[src/rtl/exec_pipe_unit.sv]
// Two-stage execute unit: stage 1 holds the accepted instruction, stage 2 holds
// the registered ALU result, with valid/ready flow control on both sides.
module exec_pipe_unit #(
    parameter int DATA_W      = 8,
    parameter int MEM_DEPTH   = 16,
    parameter int CARRY_CHAIN = 0
) (
    input  logic              clk,
    input  logic              reset,
    input  logic [31:0]       instr,
    input  logic              in_valid,
    output logic              in_ready,
    input  logic              cin,
    output logic              out_valid,
    input  logic              out_ready,
    output logic [DATA_W-1:0] o,
    output logic [DATA_W-1:0] d_out,
    output logic              cout,
    output logic              op_err
);

    localparam int AW = (MEM_DEPTH > 1) ? $clog2(MEM_DEPTH) : 1;

    localparam logic [3:0] OP_NOP  = 4'd0;
    localparam logic [3:0] OP_ADD  = 4'd1;
    localparam logic [3:0] OP_SUB  = 4'd2;
    localparam logic [3:0] OP_AND  = 4'd3;
    localparam logic [3:0] OP_OR   = 4'd4;
    localparam logic [3:0] OP_XOR  = 4'd5;
    localparam logic [3:0] OP_SHL  = 4'd6;
    localparam logic [3:0] OP_SHR  = 4'd7;
    localparam logic [3:0] OP_LOAD = 4'd8;

    logic              s1_valid;
    logic [31:0]       s1_instr;
    logic              s1_cin;
    logic              s1_advance;
    logic              fire;
    logic              carry_flag;
    logic [DATA_W-1:0] mem [MEM_DEPTH];

    logic [3:0]        op;
    logic [AW-1:0]     dst;
    logic              wb;
    logic [DATA_W-1:0] opa;
    logic [DATA_W-1:0] opb;
    logic              c_in;
    logic [DATA_W:0]   sum;
    logic [DATA_W:0]   diff;
    logic [DATA_W-1:0] alu_o;
    logic              alu_c;
    logic              is_alu;
    logic              is_arith;
    logic              is_err;

    // Instruction fields that the datapath does not decode are latched but unused.
    logic unused_instr_bits;
    assign unused_instr_bits = ^s1_instr;

    assign op   = s1_instr[31:28];
    assign dst  = s1_instr[24 +: AW];
    assign wb   = s1_instr[23];
    assign opb  = s1_instr[DATA_W +: DATA_W];
    assign opa  = s1_instr[0 +: DATA_W];

    assign s1_advance = !out_valid || out_ready;
    assign in_ready   = !s1_valid || s1_advance;
    assign fire       = s1_valid && s1_advance;

    assign c_in = (CARRY_CHAIN != 0) ? carry_flag : s1_cin;
    assign sum  = {1'b0, opa} + {1'b0, opb} + {{DATA_W{1'b0}}, c_in};
    assign diff = {1'b0, opa} - {1'b0, opb} - {{DATA_W{1'b0}}, c_in};

    always_comb begin
        alu_o    = '0;
        alu_c    = 1'b0;
        is_alu   = 1'b1;
        is_arith = 1'b0;
        is_err   = (op > OP_LOAD);
        case (op)
            OP_ADD: begin
                alu_o    = sum[DATA_W-1:0];
                alu_c    = sum[DATA_W];
                is_arith = 1'b1;
            end
            OP_SUB: begin
                alu_o    = diff[DATA_W-1:0];
                alu_c    = diff[DATA_W];
                is_arith = 1'b1;
            end
            OP_AND: alu_o = opa & opb;
            OP_OR:  alu_o = opa | opb;
            OP_XOR: alu_o = opa ^ opb;
            OP_SHL: begin
                alu_o = {opa[DATA_W-2:0], 1'b0};
                alu_c = opa[DATA_W-1];
            end
            OP_SHR: begin
                alu_o = {1'b0, opa[DATA_W-1:1]};
                alu_c = opa[0];
            end
            default: is_alu = 1'b0;
        endcase
    end

    always_ff @(posedge clk or negedge reset) begin
        if (!reset) begin
            s1_valid <= 1'b0;
            s1_instr <= '0;
            s1_cin   <= 1'b0;
        end else if (in_valid && in_ready) begin
            s1_valid <= 1'b1;
            s1_instr <= instr;
            s1_cin   <= cin;
        end else if (s1_advance) begin
            s1_valid <= 1'b0;
        end
    end

    // NOP retires from stage 1 without ever presenting a result.
    always_ff @(posedge clk or negedge reset) begin
        if (!reset) begin
            out_valid  <= 1'b0;
            o          <= '0;
            d_out      <= '0;
            cout       <= 1'b0;
            op_err     <= 1'b0;
            carry_flag <= 1'b0;
        end else begin
            if (fire && (op != OP_NOP)) begin
                out_valid <= 1'b1;
            end else if (out_ready) begin
                out_valid <= 1'b0;
            end
            if (fire) begin
                if (is_alu) begin
                    o      <= alu_o;
                    cout   <= alu_c;
                    op_err <= 1'b0;
                    if (wb) begin
                        d_out <= alu_o;
                    end
                    if (is_arith) begin
                        carry_flag <= alu_c;
                    end
                end else if (op == OP_LOAD) begin
                    d_out  <= mem[dst];
                    op_err <= 1'b0;
                end else if (is_err) begin
                    op_err <= 1'b1;
                end
            end
        end
    end

    always_ff @(posedge clk or negedge reset) begin
        if (!reset) begin
            for (int i = 0; i < MEM_DEPTH; i++) begin
                mem[i] <= '0;
            end
        end else if (fire && is_alu && wb) begin
            mem[dst] <= alu_o;
        end
    end

endmodule

[config.mk]
export PLATFORM = sky130hd
export DESIGN_NAME = exec_pipe_unit
export DESIGN_NICKNAME = d
export VERILOG_FILES = /design/src/rtl/exec_pipe_unit.sv
export SDC_FILE = /design/constraint.sdc
export NUM_CORES = 1
export LEC_CHECK = 0
export BUFFER_PORTS_ARGS = -buffer_cell sky130_fd_sc_hd__buf_4
export CELL_PAD_IN_SITES_DETAIL_PLACEMENT = 1
export CELL_PAD_IN_SITES_GLOBAL_PLACEMENT = 1
export CORE_MARGIN = 5
export CORE_UTILIZATION = 46
export DETAILED_ROUTE_END_ITERATION = 16
export GPL_TIMING_DRIVEN = 0
export PLACE_DENSITY = 0.77
export SLEW_MARGIN = 20
export SYNTH_ARGS = -nofsm -noshare
export SYNTH_HDL_FRONTEND = slang
export SYNTH_SLANG_ARGS = --single-unit
[constraint.sdc]
create_clock -name clk -period 5.12 [get_ports clk]
set_input_delay 1.024 -clock clk [delete_from_list [all_inputs] [get_ports clk]]
set_output_delay 1.024 -clock clk [all_outputs]
set_load 0.01 [all_outputs]
Yosys cells after proc, flatten, opt, wreduce, memory -nomap -nowiden
Index checks and enable logic that the tools add are counted. W data, S select, Z words.

Add/sub/neg operators: 4. Magnitude comparators: 3. Equal/unequal tests: 9. Multiplexer cells: 19. Bitwise logic cells: 4. Reduce and logical (&&, ||, !) cells: 19.

Operators with widths (number): $bwmux W128 (1); $pmux W8 S7 (1); $mux W8 (6); $bmux W8 S4 (1); $demux W8 S4 (1); $eq A4 B3 Y1 const B (4); $add A8 B8 Y9 (1); $add A9 B1 Y9 (1); $sub A8 B8 Y9 (1); $sub A9 B1 Y9 (1); $and A8 B8 Y8 (1); $eq A4 B2 Y1 const B (2); $mux W1 (8); $or A8 B8 Y8 (1); $xor A8 B8 Y8 (1); $reduce_or A7 Y1 (1); $logic_and A1 B1 Y1 (6); $reduce_bool A2 Y1 (3); $ge A5 B5 Y1 const B (1); $lt A5 B1 Y1 const B (1); $not A4 Y5 (1); $eq A4 B1 Y1 const B (1); $eq A4 B4 Y1 const B (1); $gt A4 B4 Y1 const B (1); other kinds (8) (11).

Flip-flop bits (word level): 181. Bits of input ports: 37. Output and inout port bits: 20. Logic and storage cells: 82.

Depth between registers and ports, before layout
Word-level depth: 6. Depth in mapped cells: 12. Gate-level depth less buffers: 10.

Worst setup path after synthesis
OpenSTA, ideal clock, no wires.

Path kind: flip-flop to flip-flop. Start point: register s1_instr[0]. End point: register mem[118] (netlist bit). Library setup time: 0.126 ns. Arrival: 2.643 ns. Required time: 4.994 ns. Setup slack: 2.351 ns. Stages on the path, launching flop included: 10. Path buffers: 1. Clock period less this slack: 2.769 ns. Cell sequence: dfrtp_1 fa_1 fa_1 o21a_1 nor4_1 nor2_1 xor2_1 a221oi_4 buf_2 a21oi_1.

Cells in the longest elaborated chain, start to end: 4. Elaborated cells between the ends (all ways): 6. Classes of those cells: add/sub: 4; mux: 2.

RTL lines: start, declared (line 35) `logic [31:0] s1_instr;`; start signal, assigned (line 113) `s1_instr <= instr;`; $sub A8 B8 Y9 / $add A8 B8 Y9 (equally long branches) (line 72, 71); $sub A9 B1 Y9 / $add A9 B1 Y9 (equally long branches) (line 72, 71); $pmux W8 S7 (*) (line 80) `case (op)`; $bwmux W128 (*) (line 162) `mem[dst] <= alu_o;`; end signal, assigned by index (line 162); end, declared (line 40) `logic [DATA_W-1:0] mem [MEM_DEPTH];`.

Mark *: on every way between the ends. The rest lies on a longest branch, timed or not. A chain may end at the register's enable or synchronous reset.

Worst setup path after layout
Start point: register s1_instr[0]. End point: register mem[38] (netlist bit).

Same word-level chain as after synthesis.

==> impl_results.md <==
* Outcome: finished, final reports clean
* Total GRT Usage at 24.9%
* Vias in the first global route at 7517
* Clk pwr share at 24.9%
* Syn Inst Count at 848
* Top cells by area, synth: dfrtp_1 48%, mux4_2 7.9%, a21oi_1 6.1%, mux2_2 5.3%, nor2_1 5.0%
* DP Worst Slack at 1470 ps
* Pwr per Cell Area at 526 nW/µm²
* RD Place Congestion at 0.835
* Post-layout min period at 3680 ps
* Cell mode on critical path: fa_1
* Sw Ratio at 37.2%
* Final WL at 27000 µm
* Clk sink count at 174
* Worst slew margin at 35.9%
* Die area at 22700 µm²
* CP endpoint kind: flop
* Combinational cell fraction of total power at 35.6%
* Register area at 4350 µm²
* Cell with the most instances after synthesis: dfrtp_1
* Tcrit/Tclk final at 71.9%
* Synthesized Nets at 919
* Postcts setup bufs at 0
* Via count at 6976
* Synth cell types at 70
* Port bufs at 49
* Utilization after layout at 53.7%
* Leak at 0.00474 µW
* Setup violations, final at 0
* RSZ-0062 raised after global routing: false
* DRC violations left at 0
* Synth warn at 0
* Post-Syn Area at 9080 µm²
* First-pass GRT wire length at 42400 µm
* Clock Skew at 11.1 ps
* CTS tree: done
* Internal at 3460 µW
* Critical path buffers and inverters at 1
* Critical path startpoint category: flop
* Worst path cell trace: fa_1 -> fa_1 -> o21a_1 -> nor4_1 -> nor2_1 -> xor2_1 -> a221oi_4 -> buf_2 -> a21oi_1
* Slowest cell on crit path: a221oi_4
* Critical Path AT at 3990 ps
* Crit-path max cell delay at 740 ps
* Register area share after synthesis at 47.9%
* Post-cts resize count at 0
* Worst IR Drop VDD at 224 µV
* Yosys top cell by area: dfrtp_1
* Top cell type's share of synthesized area at 47.9%
* EDFF count, synth at 0
* DRT iter0 DRCs at 513
* Gr ovfl total at 0
* Clk_lat worst skew at 440 ps
* Primary FF master, synth: dfrtp_1
* Crit path kind: flop to flop
* Initial antenna violation count at 0
* Hold Crit Class: flop to flop
* CP Max Fanout at 10
* DRT antenna net count at 0
* CTS root buf: clkbuf_16
* Highest Clock Rate at 272 MHz
* Final slew viol count at 0
* CTS clock-pin slew for the worst setup and hold paths at 70 ps
* Max-cap viol count at 0
* Crit-path leading delay family: compound AO/OA/AOI/OAI gates
* Maximum clock insertion buffer count at 2
* Share of cells above drive strength 1 at 23.9%
* Core area at 19500 µm²
* H-tree Lvls at 4
* Final hold violation count at 0
* Post-DP HPWL at 18900 µm
* CTS Hold Bufs at 0
* Worst-margin pin slew at 954 ps
* P&R area growth vs syn at 15.1%
* Top cells by count, synth: 174 x dfrtp_1, 122 x nor2_1, 111 x a21oi_1, 50 x nand2_1, 43 x mux2_2
* Cell Rows at 51
* Via density per instance at 5.84
* Sw power at 2050 µW
* Worst path required time at 5430 ps
* Initial Utilization at 46.7%
* Area of the multi-input gates at 4280 µm²
* First-pass detailed-route iteration total at 7
* Fill cell count at 2126
* Ant. Diodes at 0
* Setup TNS at 0 ps
* Wire length per cell at 22.6 µm
* Total CTS buffers at 17
* Seq cells post-synth at 174
* Synth async-reset ratio at 100%
* Fin nets at 988
* Die Y at 151 µm
* I/O Pins at 57
* Final worst slack at 1440 ps
* Die width at 151 µm
* Largest net degree at the start of global routing at 90
* Seq pwr share at 39.5%
* Mean Syn Cell Area at 10.7 µm²
==> routing by layer <==
layer | vias to the layer above | track usage, % | wire length [µm]
li1 | 3135 | - | -
met1 | 3660 | 34.2 | 12000
met2 | 142 | 41.0 | 13200
met3 | 39 | 4.03 | 1120
met4 | 0 | 6.86 | 598
met5 | - | 0 | 0
==> worst paths after layout <==
kind                       depth (start not counted)  slack [ps]                     from                       to
hold / removal                                     2         490      mem[45]$_DFFE_PN0P_      mem[45]$_DFFE_PN0P_
max in group asynchronous                          2        3680                    reset      mem[41]$_DFFE_PN0P_
hold reg to reg                                    2         490      mem[45]$_DFFE_PN0P_      mem[45]$_DFFE_PN0P_
setup reg to reg                                   9        1440  s1_instr[0]$_DFFE_PN0P_      mem[38]$_DFFE_PN0P_
min in group asynchronous                          1         570                    reset  s1_instr[4]$_DFFE_PN0P_
setup / recovery                                   9        1440  s1_instr[0]$_DFFE_PN0P_      mem[38]$_DFFE_PN0P_
==> layout by cell type, fill, tap and decap left out, types with 6 or more instances in the layout <==
cell / n
clkbuf_16: 17
and3_1: 6
a21oi_1: 111
o21ai_1: 8
mux2_2: 43
buf_2: 30
mux2i_1: 15
ha_1: 30
o21ai_0: 32
clkbuf_1: 16
nand2_1: 50
inv_1: 30
a31oi_1: 11
nand2b_1: 8
dfrtp_1: 174
nor2_1: 122
buf_4: 59
mux4_2: 32
inv_6: 6
nor2b_1: 7
nor3_1: 6
==> kinds of logic after synthesis <==
kind of cell | synth area share [%]
buf+inv | 5.21
simple gates | 12.5
mux | 15.0
fa+ha+maj | 5.01
flops | 47.9
xor+xnor | 0.675
compound gates | 13.7
==> power by group through the flow <==
stage | Sequential (µW) | Clock (µW) | Combinational [µW]
6_report | 2170 | 1370 | 1960
5_1_grt | 2230 | 1450 | 2130
4_1_cts | 2170 | 1390 | 1960
3_5_place_dp | 2190 | 0 | 1940
3_3_place_gp | 2160 | 0 | 1850
2_1_floorplan | 2110 | 0 | 1280
==> flip-flops by register name, summed over array words and instances, names as in the netlist, 8 cells and up <==
signal,count
d_out,8
mem,128
o,8
s1_instr,25
==> stage by stage <==
step	power [µW]	area (µm²)	cells	hold slack, ps
after floorplan	3390	9080	848	444
after global placement	4000	9780	1162	460
after detailed placement	4120	9840	1163	468
after CTS	5520	10500	1195	484
after global routing	5810	10500	1195	521
final	5500	10500	1195	487
==> layout make-up <==
type	count	area share, %
Sequential cell	174	41.6
Multi-Input combinational cell	577	40.9
Clock buffer	17	4.07
Timing Repair Buffer	50	3.85
Buffer	64	3.34
Tap cell	265	3.17
Clock inverter	15	1.80
Inverter	33	1.18
==> worst reg2reg max path, cell delays in order, from the launching register on <==
cell	delay [ps]
dfrtp_1	520
fa_1	520
fa_1	460
o21a_1	240
nor4_1	210
nor2_1	110
xor2_1	200
a221oi_4	740
buf_2	430
a21oi_1	120
Power figures use the tool's default switching activity.
